<file path="config.mk">
export PLATFORM = sky130hd
export DESIGN_NAME = chord_song_sequencer
export DESIGN_NICKNAME = d
export VERILOG_FILES = /design/src/rtl/chord_seq_pkg.sv /design/src/rtl/chord_slot_bank.sv /design/src/rtl/chord_song_sequencer.sv
export SDC_FILE = /design/constraint.sdc
export NUM_CORES = 1
export LEC_CHECK = 0
export ABC_AREA = 1
export ABC_CLOCK_PERIOD_IN_PS = 1700
export CORE_MARGIN = 2
export CORE_UTILIZATION = 49
export DETAILED_ROUTE_END_ITERATION = 10
export HOLD_SLACK_MARGIN = 0.02
export PLACE_DENSITY = 0.77
export SLEW_MARGIN = 20
export SYNTH_ARGS = -nofsm -noshare
export SYNTH_HDL_FRONTEND = slang
export SYNTH_SLANG_ARGS = --single-unit
</file>
<file path="constraint.sdc">
create_clock -name i_clk -period 1.7 [get_ports i_clk]
set_input_delay 0.255 -clock i_clk [delete_from_list [all_inputs] [get_ports i_clk]]
set_output_delay 0.255 -clock i_clk [all_outputs]
set_load 0.1 [all_outputs]
</file>
<file path="src/rtl/chord_seq_pkg.sv">
// rtl/chord_seq_pkg.sv - shared state encoding and ROM word field offsets for the chord sequencer
package chord_seq_pkg;

    typedef enum logic [2:0] {
        ST_IDLE    = 3'd0,
        ST_FETCH   = 3'd1,
        ST_CAPTURE = 3'd2,
        ST_ISSUE   = 3'd3,
        ST_HOLD    = 3'd4,
        ST_DONE    = 3'd5
    } state_t;

    // ROM word layout, MSB first: {chain, note, dur, meta}
    localparam int META_LSB = 0;

    function automatic int dur_lsb(input int meta_w);
        return meta_w;
    endfunction

    function automatic int note_lsb(input int meta_w, input int dur_w);
        return meta_w + dur_w;
    endfunction

    function automatic int chain_bit(input int meta_w, input int dur_w, input int note_w);
        return meta_w + dur_w + note_w;
    endfunction

endpackage

</file>
<file path="src/rtl/chord_slot_bank.sv">
// rtl/chord_slot_bank.sv - per-voice note/meta registers with indexed write and bulk clear
module chord_slot_bank #(
    parameter int NUM_VOICES = 4,
    parameter int NOTE_W     = 6,
    parameter int META_W     = 3,
    parameter int IDX_W      = 3
) (
    input  logic                           i_clk,
    input  logic                           i_reset,
    input  logic                           i_wr_en,
    input  logic [IDX_W-1:0]               i_wr_idx,
    input  logic                           i_clear,
    input  logic [NOTE_W-1:0]              i_note,
    input  logic [META_W-1:0]              i_meta,
    output logic [NUM_VOICES*NOTE_W-1:0]   o_notes,
    output logic [NUM_VOICES*META_W-1:0]   o_metas
);

    logic [NUM_VOICES-1:0][NOTE_W-1:0] r_notes;
    logic [NUM_VOICES-1:0][META_W-1:0] r_metas;

    // A clear wipes every slot except the one being written in the same cycle
    always_ff @(posedge i_clk) begin
        if (i_reset) begin
            r_notes <= '0;
            r_metas <= '0;
        end else begin
            for (int i = 0; i < NUM_VOICES; i++) begin
                if (i_wr_en && (i_wr_idx == IDX_W'(i))) begin
                    r_notes[i] <= i_note;
                    r_metas[i] <= i_meta;
                end else if (i_clear) begin
                    r_notes[i] <= '0;
                    r_metas[i] <= '0;
                end
            end
        end
    end

    assign o_notes = r_notes;
    assign o_metas = r_metas;

endmodule

</file>
<file path="src/rtl/chord_song_sequencer.sv">
// rtl/chord_song_sequencer.sv - walks a song ROM, gathers chained notes into chords for the note player
module chord_song_sequencer
    import chord_seq_pkg::*;
#(
    parameter int NUM_VOICES = 4,
    parameter int NOTE_W     = 6,
    parameter int DUR_W      = 6,
    parameter int META_W     = 3,
    parameter int ADDR_W     = 7,
    parameter int SONG_W     = 2
) (
    input  logic                               i_clk,
    input  logic                               i_reset,
    input  logic                               i_play,
    input  logic                               i_loop,
    input  logic [SONG_W-1:0]                  i_song,
    input  logic                               i_note_done,
    output logic [SONG_W+ADDR_W-1:0]           o_rom_addr,
    input  logic [NOTE_W+DUR_W+META_W:0]       i_rom_data,
    output logic [NUM_VOICES*NOTE_W-1:0]       o_notes,
    output logic [NUM_VOICES*META_W-1:0]       o_metas,
    output logic [DUR_W-1:0]                   o_duration,
    output logic [$clog2(NUM_VOICES+1)-1:0]    o_num_notes,
    output logic                               o_new_note,
    output logic                               o_song_done
);

    localparam int NUM_W     = $clog2(NUM_VOICES + 1);
    localparam int DUR_LSB   = dur_lsb(META_W);
    localparam int NOTE_LSB  = note_lsb(META_W, DUR_W);
    localparam int CHAIN_BIT = chain_bit(META_W, DUR_W, NOTE_W);
    localparam logic [NUM_W-1:0] K_LAST = NUM_W'(NUM_VOICES - 1);

    state_t              r_state;
    state_t              w_next_state;
    logic [SONG_W-1:0]   r_song_q;
    logic [ADDR_W-1:0]   r_addr_q;
    logic [ADDR_W-1:0]   r_chord_base;
    logic [NUM_W-1:0]    r_k;
    logic                r_wrapped;
    logic [DUR_W-1:0]    r_dur;
    logic [NUM_W-1:0]    r_num_notes;

    logic                w_chain;
    logic [NOTE_W-1:0]   w_note;
    logic [DUR_W-1:0]    w_dur;
    logic [META_W-1:0]   w_meta;
    logic                w_end;
    logic                w_more;
    logic                w_slot_we;
    logic                w_slot_clr;

    assign w_chain = i_rom_data[CHAIN_BIT];
    assign w_note  = i_rom_data[NOTE_LSB +: NOTE_W];
    assign w_dur   = i_rom_data[DUR_LSB +: DUR_W];
    assign w_meta  = i_rom_data[META_LSB +: META_W];

    // A wrap of the address during the previous chord counts as the end marker
    assign w_end  = (r_k == '0) && ((w_dur == '0) || r_wrapped);
    assign w_more = w_chain && (r_k != K_LAST);

    always_ff @(posedge i_clk) begin
        if (i_reset) r_state <= ST_IDLE;
        else         r_state <= w_next_state;
    end

    always_comb begin
        w_next_state = r_state;
        case (r_state)
            ST_IDLE:    if (i_play) w_next_state = ST_FETCH;
            ST_FETCH:   w_next_state = i_play ? ST_CAPTURE : ST_IDLE;
            ST_CAPTURE: begin
                if (!i_play)     w_next_state = ST_IDLE;
                else if (w_end)  w_next_state = i_loop ? ST_FETCH : ST_DONE;
                else if (w_more) w_next_state = ST_FETCH;
                else             w_next_state = ST_ISSUE;
            end
            ST_ISSUE:   w_next_state = ST_HOLD;
            ST_HOLD:    if (i_note_done) w_next_state = i_play ? ST_FETCH : ST_IDLE;
            ST_DONE:    if (!i_play) w_next_state = ST_IDLE;
            default:    w_next_state = ST_IDLE;
        endcase
    end

    always_comb begin
        o_new_note  = (r_state == ST_ISSUE);
        o_song_done = (r_state == ST_CAPTURE) && i_play && w_end && !i_loop;
        w_slot_we   = (r_state == ST_CAPTURE) && i_play && !w_end;
        w_slot_clr  = w_slot_we && (r_k == '0);
    end

    always_ff @(posedge i_clk) begin
        if (i_reset) begin
            r_song_q     <= '0;
            r_addr_q     <= '0;
            r_chord_base <= '0;
            r_k          <= '0;
            r_wrapped    <= 1'b0;
            r_dur        <= '0;
            r_num_notes  <= '0;
        end else begin
            case (r_state)
                ST_IDLE: begin
                    r_song_q <= i_song;
                    r_k      <= '0;
                    if (i_song != r_song_q) begin
                        r_addr_q  <= '0;
                        r_wrapped <= 1'b0;
                    end
                end
                ST_FETCH, ST_CAPTURE: begin
                    if (!i_play) begin
                        // Pause: rewind so the whole chord is replayed on resume
                        r_k <= '0;
                        if (r_k != '0) begin
                            r_addr_q  <= r_chord_base;
                            r_wrapped <= 1'b0;
                        end
                    end else if (r_state == ST_CAPTURE) begin
                        if (w_end) begin
                            r_addr_q  <= '0;
                            r_wrapped <= 1'b0;
                        end else begin
                            r_addr_q <= r_addr_q + ADDR_W'(1);
                            if (r_addr_q == '1) r_wrapped <= 1'b1;
                            if (r_k == '0) begin
                                r_chord_base <= r_addr_q;
                                r_dur        <= w_dur;
                            end
                            if (w_more) r_k         <= r_k + NUM_W'(1);
                            else        r_num_notes <= r_k + NUM_W'(1);
                        end
                    end
                end
                ST_HOLD: if (i_note_done) r_k <= '0;
                default: ;
            endcase
        end
    end

    chord_slot_bank #(
        .NUM_VOICES (NUM_VOICES),
        .NOTE_W     (NOTE_W),
        .META_W     (META_W),
        .IDX_W      (NUM_W)
    ) u_slots (
        .i_clk    (i_clk),
        .i_reset  (i_reset),
        .i_wr_en  (w_slot_we),
        .i_wr_idx (r_k),
        .i_clear  (w_slot_clr),
        .i_note   (w_note),
        .i_meta   (w_meta),
        .o_notes  (o_notes),
        .o_metas  (o_metas)
    );

    assign o_rom_addr  = {r_song_q, r_addr_q};
    assign o_duration  = r_dur;
    assign o_num_notes = r_num_notes;

endmodule

</file>
* Word level (Yosys, flattened, before mapping) *
Index checks and enable logic that the tools add are counted.

word-level totals
  bits of input ports = 23
  output and inout port bits = 56
  logic and storage cells = 106
  bits in registers = 68

cells by class
  reduce and logical (&&, ||, !) cells = 29
  add/sub/neg operators = 2
  bitwise operators = 2
  eq/ne operators = 20
  muxes and demuxes = 37

operator list
  operator               number
  $mux W3                15
  $mux W7                5
  $mux W6                4
  $reduce_and A5 Y1      4
  $pmux W3 S6            1
  $pmux W7 S2            1
  $eq A3 B2 Y1 const B   4
  $ne A3 B3 Y1 const B   4
  $logic_and A1 B1 Y1    10
  $pmux W3 S3            1
  $ne A2 B2 Y1 const B   4
  $reduce_bool A2 Y1     4
  $add A7 B1 Y7 const B  1
  $eq A7 B7 Y1 const B   1
  $mux W1                7
  $eq A3 B1 Y1 const B   2
  $eq A3 B3 Y1 const B   2
  $logic_not A3 Y1       2
  $logic_not A6 Y1       1
  $reduce_bool A3 Y1     2
  $mux W2                2
  $ne A4 B4 Y1 const B   1
  $reduce_and A4 Y1      1
  $add A3 B1 Y3 const B  1
  8 further kinds        10

* Depth between registers and ports, before layout *
Gate-level depths: netlist (run 1).

  depth after elaboration = 8
  mapped depth = 12
  mapped depth without buffers = 11

* Cells and area by module *
From an unflattened synthesis (run 1), not the netlist that was laid out.

second synthesis, totals
  cell total of the unflattened synthesis = 411
  area total of the unflattened synthesis = 3027.9 µm²

modules (own cells, without submodules)
  module                cells each  seq. area each (µm²)  area each (µm²)  instances
  chord_song_sequencer  240         640.6                 1642.8           1
  chord_slot_bank       171         720.7                 1385.1           1

* Least setup slack after synthesis (run 1) *
No wires, ideal clock.

  path kind = register to register
  from = register r_state[0]
  to = register r_state[2]
  period minus slack after synthesis = 2.938 ns
  stages on the path, launching flop included = 6
  data required time = 1.644 ns
  setup time = 0.056 ns
  setup slack = -1.238 ns
  buffers on the path = 0
  arrival = 2.882 ns
  path through = dfxtp_1 -> inv_1 -> nor3_1 -> nand3b_1 -> nand2_1 -> inv_1

between the ends
  elaborated cells on any way between the ends = 11
  classes of those cells = eq/ne (8); mux (1); reduce/logical (2)

RTL lines
  element                 RTL line                    source
  start, declared         chord_song_sequencer.sv:34  state_t r_state;
  start signal, assigned  chord_song_sequencer.sv:64  else r_state <= w_next_state;
  $eq A3 B2 Y1            n/a
  via o_new_note          chord_song_sequencer.sv:24  output logic o_new_note,
  $pmux W3 S6             chord_song_sequencer.sv:69  case (r_state)

The timed path passes the listed nets, and every way through them passes these cells.
A chain may end at the register's enable or synchronous reset.

* Final worst setup path (run 1) *
  from = input port i_rom_data[8]
  to = output port o_song_done

between the ends
  longest elaborated chain between the ends = 5

RTL lines
  element                            RTL line                    source
  start, declared                    chord_song_sequencer.sv:19  input logic [NOTE_W+DUR_W+META_W:0] i_rom_data,
  $logic_not A6 Y1                   chord_song_sequencer.sv:59  assign w_end = (r_k == '0) && ((w_dur == '0) || r_wrapped);
  $logic_or A1 B1 Y1                 chord_song_sequencer.sv:59
  $logic_and A1 B1 Y1                chord_song_sequencer.sv:59
  $logic_and A1 B1 Y1 (2 in series)  chord_song_sequencer.sv:87  o_song_done = (r_state == ST_CAPTURE) && i_play && w_end && !i_loop;
  end, declared                      chord_song_sequencer.sv:25  output logic o_song_done

No other way between the ends.

==> results of run 1 <==
-- state kept, by name, indices dropped and copies added (netlist names) --
signal	count
r_wrapped	1
r_addr_q	7
u_slots.o_metas	12
o_duration	6
r_k	3
u_slots.o_notes	24
r_state	3
r_chord_base	7
o_num_notes	3
r_song_q	2
-- area by class of cell --
type                    instances  area [um^2]  area share (%)
clock inverters                 3         15.0           0.271
inverters                      44          183            3.30
repair inverters                1         7.51           0.136
well taps                      75         93.8            1.70
clock buffers                  12          135            2.44
flip-flops and latches         68         1380            24.9
repair buffers                129         1970            35.6
multi-input cells             277         1750            31.7
-- cell families after synthesis --
kind of cell	Yosys count
compound gates	92
xor+xnor	5
fa+ha+maj	6
buf+inv	61
flops	68
simple gates	174
-- metrics by stage --
stage	cells	util (%)	setup TNS, ns	worst slack (ns)
after detailed placement	569	78.7	-7.05	-0.167
after CTS	588	81.9	-0.188	-0.188
after global routing	609	91.8	-7.65	-0.358
after floorplan	406	-	-0.0756	-0.0756
after global placement	569	78.7	-5.17	-0.133
final	609	91.8	-2.83	-0.285
-- report_power, final --
group	switching [uW]	internal [uW]	total (uW)
clock network	597	516	1110
logic	367	243	611
registers	27.0	1620	1640
total	991	2370	3370
-- worst max-delay path: cells and delay by family --
| kind | cells | cell delay (ns) |
|---|---|---|
| AO/OA/AOI/OAI | 1 | 0.21 |
| buffers and inverters | 3 | 0.75 |
| AND/OR/NAND/NOR | 3 | 0.50 |
-- synthesized netlist by cell type (all sizes together) --
master   n  area share (%)
nor2    31             4.9
o21a     1            0.24
clkinv   1            0.12
ha       6             2.4
inv     43             5.3
nand2   64             8.4
nand4    2            0.40
or2      1            0.20
dfxtp   68              44
o21bai   4            0.97
nand3   71              13
buf      8             1.9
a21oi   65              11
clkbuf   9             1.1
o21ai   22             3.6
nor3     3            0.49
xnor2    3            0.85
xor2     2            0.57
nand3b   2            0.49
-- metal layers --
metal  vias to the layer above  routed length [um]  GRT usage (%)
li1                       1597                   -              -
met1                      1801                4840           35.0
met2                       347                6620           45.3
met3                       103                1460           7.22
met4                         0                 882           12.3
met5                         -                   0              0
-- worst max path at each step --
stage,startpoint,end,slack [ns],cells after the start
floorplan,r_k[0]$_SDFFE_PP0P_,o_song_done,-0.08,9
global placement,i_rom_data[5],o_song_done,-0.13,7
detailed placement,i_rom_data[5],o_song_done,-0.17,7
CTS,r_k[0]$_SDFFE_PP0P_,o_song_done,-0.19,9
global route,i_rom_data[8],o_song_done,-0.36,7
finish,i_rom_data[8],o_song_done,-0.29,7
-- timing repair --
action                                  CTS  global route
hold endpoints to repair                  0             0
cloned                                    0            11
pin swaps                                 1            13
endpoints found under the setup margin    1            64
resized for setup                         3            87
buffers inserted                          4            10
==> results.yml, run 1 <==
hold_path:
  hp-class: "flip-flop to flip-flop"
  whs_path_depth: 2
  hold_start: "r_chord_base[0]$_SDFFE_PP0P_"
  worstHoldEndpoint: "r_chord_base[0]$_SDFFE_PP0P_"
final_layout:
  area_growth_pct: 78.8
  final_area_um2: 5530
  drive_gt1_share_pct: 40.4
  layout_commonest_cell: "buf_12"
  n_antenna_cell: 0
  fillers: 209
  layout.nets: 559
  final_cell_mix: "buf_12, nand2_1, dfxtp_1"
yosys:
  yosys_warnings: 0
  synth-xor-area-share_pct: 1.42
  synth_top_family_by_area: "simple AND/OR/NAND/NOR gates"
  synth_nets: 435
  ys_ff_latch: 68
  ys_seq_area_share_pct: 44.0
  synth_cell_types: 31
  synth_fa_ha_area_share_pct: 2.43
  synth_compound_area_share_pct: 15.4
  synthCells: 406
  synthMuxAreaShare_pct: 0
  syn-cell-area_um2: 3090
  synth-simple-area-share_pct: 28.3
  syn_area_per_cell_um2: 7.62
sta:
  worst_pin_slew_ns: 0.474
  fin_crit_ns: 1.99
  post-route-period-util_pct: 117
  max_freq_mhz: 504
  setup_viol: 51
  grt_setup_unrepaired: "true"
  holdWs_ns: 0.465
  slew_viol_final: 0
  timing_hold_violations_final: 0
  slew_headroom_pct: 68.4
  finalWorstSetupSlack_ns: -0.285
  skew_ns: 0.00242
worst_setup_path:
  regToRegSetupSlack_ns: -0.11
  crit_path_end_kind: "primary output"
  crit_required_ns: 1.44
  max_stage_delay_ns: 0.45
  worstPathArrival_ns: 1.73
  crit_path_max_fanout: 2
  cp_cell_sequence: "clkdlybuf4s50_1 > nor2_1 > nand3_2 > a21oi_4 > nand3b_1 > clkinvlp_4 > buf_12"
  path_class: "input pin to primary output"
  start_kind: "input pin"
  r2r-end: "u_slots.o_notes[21]$_SDFFE_PP0P_"
  crit_path_top_delay_cell: "clkdlybuf4s50_1"
  reg2reg_depth: 12
  r2r-start: "r_k[0]$_SDFFE_PP0P_"
floorplanning:
  start_util_pct: 51.3
  core_um2: 6030
  dieWidth_um: 83.5
  rows: 28
  io_pins: 79
  die_area_um2: 6970
  die_h_um: 83.5
power_and_ir_drop:
  power_uw: 3370
  power_density_nw_per_um2: 608
  peakVddDrop_v: 0.000791
  cellLeakagePower_uw: 0.00208
grt:
  grt_max_degree: 39
  grt.total_usage_pct: 27.9
  grt_pass1_vias: 3202
  grt_pass1_wl_um: 15600
  overflow: 0
  antenna_found_initial: 0
detailed_routing:
  wirelength_um: 13800
  first_pass_iters: 9
  viasPerCell: 6.32
  via_count: 3848
  drt_iter0_drc: 485
  drt-wirelength-per-cell_um: 22.7
  route.antenna.remaining_nets: 0
  drc_errors: 0
cts:
  tritoncts: "built"
  holdBufCountCts: 0
  clkTransAtPathRegs_ns: 0.07
  cts_buffer_depth: 2
  htreeDepth: 3
  cts.sinks: 68
  cts-buffers-inserted: 9
  clk-insertion-delay-late_ns: 0.34
  cts_root_buffer: "clkbuf_8"
placement:
  dp.final_hpwl_um: 6520
  place_congestion: 0.847
  portBuffers: 78
  placed_cell_area_um2: 4740
run_status:
  violations: "negative setup slack"
  outcome: "complete, but fails checks"
flow_run:
  maxCapViolCount: 0
Power figures use the tool's default switching activity.
==> inputs of run 2 (changes only) <==
- CORE_MARGIN: 2 -> 3
- CORE_UTILIZATION: 49 -> 51
- CTS_BUF_LIST: not set -> sky130_fd_sc_hd__clkbuf_2 sky130_fd_sc_hd__clkbuf_4 sky130_fd_sc_hd__clkbuf_8
- PLACE_DENSITY: 0.77 -> 0.8
==> run 2 against run 1 <==
Compared with the run above: the run now fails in global routing (5_1_grt); area after synthesis stayed put; synthesized cell count stayed put.
==> results.yml, run 2 <==
floorplanning:
  io_pins: 79
  die_h_um: 83.9
  dieWidth_um: 83.9
  start_util_pct: 54.5
  rows: 27
cts:
  htreeDepth: 3
  cts-buffers-inserted: 9
  cts.sinks: 68
  cts_root_buffer: "clkbuf_8"
  cts_buffer_depth: 2
yosys:
  yosysMostFrequentCell: "dfxtp_1"
  synth_top_area_share_pct: 44.0
  synthMuxAreaShare_pct: 0
  synth_nets: 435
  synth_cell_types: 31
  ys_seq_area_share_pct: 44.0
  ys_ff_latch: 68
  syn-cell-area_um2: 3090
  yosys_warnings: 0
  synth_compound_area_share_pct: 15.4
  synth-simple-area-share_pct: 28.3
  synth_edf_count: 0
  synth_area_leaders: "dfxtp_1, nand3_1, a21oi_1, nand2_1, inv_1"
  yosysTopAreaCell: "dfxtp_1"
  synth_fa_ha_area_share_pct: 2.43
  syn_area_per_cell_um2: 7.62
  synth_commonest_cells: "dfxtp_1, nand3_1, a21oi_1"
  async_flop_share_pct: 0
  synthCells: 406
  synth_top_family_by_area: "simple AND/OR/NAND/NOR gates"
  ys.flop_type: "dfxtp_1"
  synth-xor-area-share_pct: 1.42
placement:
  dp_slack_ns: -0.170
  dp.final_hpwl_um: 6650
  place_congestion: 0.856
  portBuffers: 78
run_status:
  stop_stage: "global routing (5_1_grt)"
  outcome: "did not finish"
  error_line: "[ERROR DPL-0038] Utilization greater than 100%, impossible to legalize"
grt:
  grt_max_degree: 47
sta:
  crit_endpoint: "o_song_done"
  timing.worst_endpoint.kind: "top-level output"
## run 2: cell counts after synthesis
Identical to the previous run, type by type.
## run 2: through the flow
stage / setup TNS (ns) / instances / util (%) / area [um^2] / hold slack (ns)
detailed placement: -7.46 / 562 / 83.4 / 4730 / 0.447
CTS: -0.354 / 587 / 89.7 / 5090 / 0.460
floorplan: -0.0756 / 406 / - / 3130 / 0.390
global placement: -4.71 / 562 / 83.4 / 4730 / 0.435
## run 2: what timing repair did
| action | CTS |
|---|---|
| resized for setup | 14 |
| setup buffers | 8 |
| setup endpoints to repair | 7 |
| hold buffers | 0 |
| pin swaps | 1 |
| gates cloned | 1 |
## run 2: cell families after synthesis
kind of cell,count (synthesis)
xor+xnor,5
compound gates,92
buf+inv,61
fa+ha+maj,6
simple gates,174
flops,68
==> inputs of run 3 (changes only) <==
- CORE_UTILIZATION: 51 -> 40
- CTS_BUF_LIST: sky130_fd_sc_hd__clkbuf_2 sky130_fd_sc_hd__clkbuf_4 sky130_fd_sc_hd__clkbuf_8 -> not set
- HOLD_SLACK_MARGIN: 0.02 -> not set
- PLACE_DENSITY: 0.8 -> not set
- PLACE_DENSITY_LB_ADDON: not set -> 0.15
==> run 3 against run 2 <==
Compared with the run above: the flow now finishes, with violations (negative setup slack).
==> results.yml, run 3 (synthesis gave the netlist of run 1 again) <==
worst_setup_path:
  crit_path_end_kind: "primary output"
  crit_required_ns: 1.44
  r2r-end: "u_slots.o_notes[14]$_SDFFE_PP0P_"
  worstPathArrival_ns: 1.62
  crit_path_max_fanout: 2
  path_class: "flip-flop to primary output"
  regToRegSetupSlack_ns: -0.07
  reg2reg_depth: 10
  start_kind: "flip-flop"
  r2r-start: "r_k[0]$_SDFFE_PP0P_"
sta:
  post-route-period-util_pct: 111
  timing_hold_violations_final: 0
  worst_pin_slew_ns: 0.480
  max_freq_mhz: 532
  setup_viol: 10
  skew_ns: 0.0109
  fin_crit_ns: 1.88
  slew_viol_final: 0
  slew_headroom_pct: 68.0
  finalWorstSetupSlack_ns: -0.179
  fin_tns_setup_ns: -0.712
  grt_setup_unrepaired: "true"
final_layout:
  n_antenna_cell: 0
  postLayoutCoreUtil_pct: 69.0
  largest_reg_flops: 24
  final_cell_mix: "nand3_1, a21oi_1, buf_12"
  final_area_um2: 5090
  area_growth_pct: 64.4
  layout.nets: 540
  drive_gt1_share_pct: 29.8
  layout_commonest_cell: "nand3_1"
placement:
  portBuffers: 78
  placed_cell_area_um2: 4750
  dp.final_hpwl_um: 6100
  place_congestion: 0.782
detailed_routing:
  drc_errors: 0
  drt_iter0_drc: 147
  drt-wirelength-per-cell_um: 14.2
  wirelength_um: 8730
  first_pass_iters: 4
  route.antenna.remaining_nets: 0
  viasPerCell: 5.07
  via_count: 3115
power_and_ir_drop:
  power_uw: 3470
  power_density_nw_per_um2: 683
  cellLeakagePower_uw: 0.00192
  peakVddDrop_v: 0.000513
floorplanning:
  core_um2: 7370
  die_h_um: 94.0
  start_util_pct: 42.0
  dieWidth_um: 94.0
  io_pins: 79
  die_area_um2: 8830
  rows: 31
grt:
  grt_pass1_wl_um: 14100
  grt.total_usage_pct: 20.0
  grt_max_degree: 39
  antenna_found_initial: 0
  grt_pass1_vias: 2900
  overflow: 0
hold_path:
  hp-class: "flip-flop to flip-flop"
  hold_start: "r_chord_base[1]$_SDFFE_PP0P_"
  worstHoldEndpoint: "r_chord_base[1]$_SDFFE_PP0P_"
  whs_path_depth: 2
run_status:
  violations: "negative setup slack"
  outcome: "complete, but fails checks"
cts:
  cts.sinks: 68
  htreeDepth: 3
  cts_root_buffer: "clkbuf_8"
  cts-buffers-inserted: 9
  clk-insertion-delay-late_ns: 0.34
  tritoncts: "built"
  clkTransAtPathRegs_ns: 0.07
  cts_buffer_depth: 2
flow_run:
  maxCapViolCount: 0
## run 3: timing repair
action,CTS,global route
pin swaps,2,4
hold buffers,0,0
gates resized for setup,2,20
setup buffers,9,3
endpoints found under the setup margin,1,28
## run 3: critical path, stage by stage, from the launching register on
cell and delay [ns]:
dfxtp_2 0.33, inv_2 0.07, ha_4 0.13, inv_2 0.03, nor2_4 0.10, inv_2 0.04, a21oi_2 0.12, nand3b_1 0.17
clkinvlp_4 0.13, buf_12 0.17
## run 3: routing by layer
metal,vias to the layer above,GRT usage [%],part of all wire [%]
met2,93,31.2,47
met1,1450,27.9,46
met5,-,0,0
li1,1562,-,-
met4,0,5.90,1.2
met3,10,4.09,6.2
## run 3: final cells by class
class                      instances  area [um^2]
clock inverter                     6         63.8
timing repair buffer             111         1670
inverter                          44          175
clock buffer                      10          128
tap                               99          124
multi-input combinational        277         1550
fill                             584         2280
sequential                        68         1370
## run 3: through the flow
step | hold WS (ns) | std cells | worst slack (ns)
finish | 0.451 | 615 | -0.179
floorplan | 0.390 | 406 | -0.0756
detailed placement | 0.445 | 589 | -0.172
global route | 0.477 | 615 | -0.268
global placement | 0.436 | 589 | -0.152
CTS | 0.455 | 614 | -0.174
## run 3: where the power goes
part	leakage (uW)	total [uW]	internal, uW	switching [uW]
logic	0.00128	519	212	307
clock network	0.0000927	1320	678	639
registers	0.000554	1640	1620	23.5
total	0.00192	3470	2500	970
## run 3: worst max path at each step
stage	startpoint	end	slack, ns	cells past startpoint
after global placement	i_rom_data[7]	o_song_done	-0.15	7
after floorplan	r_k[0]$_SDFFE_PP0P_	o_song_done	-0.08	9
final	r_k[0]$_SDFFE_PP0P_	o_song_done	-0.18	9
after CTS	r_k[0]$_SDFFE_PP0P_	o_song_done	-0.17	9
after global routing	r_k[0]$_SDFFE_PP0P_	o_song_done	-0.27	9
after detailed placement	i_rom_data[7]	o_song_done	-0.17	7
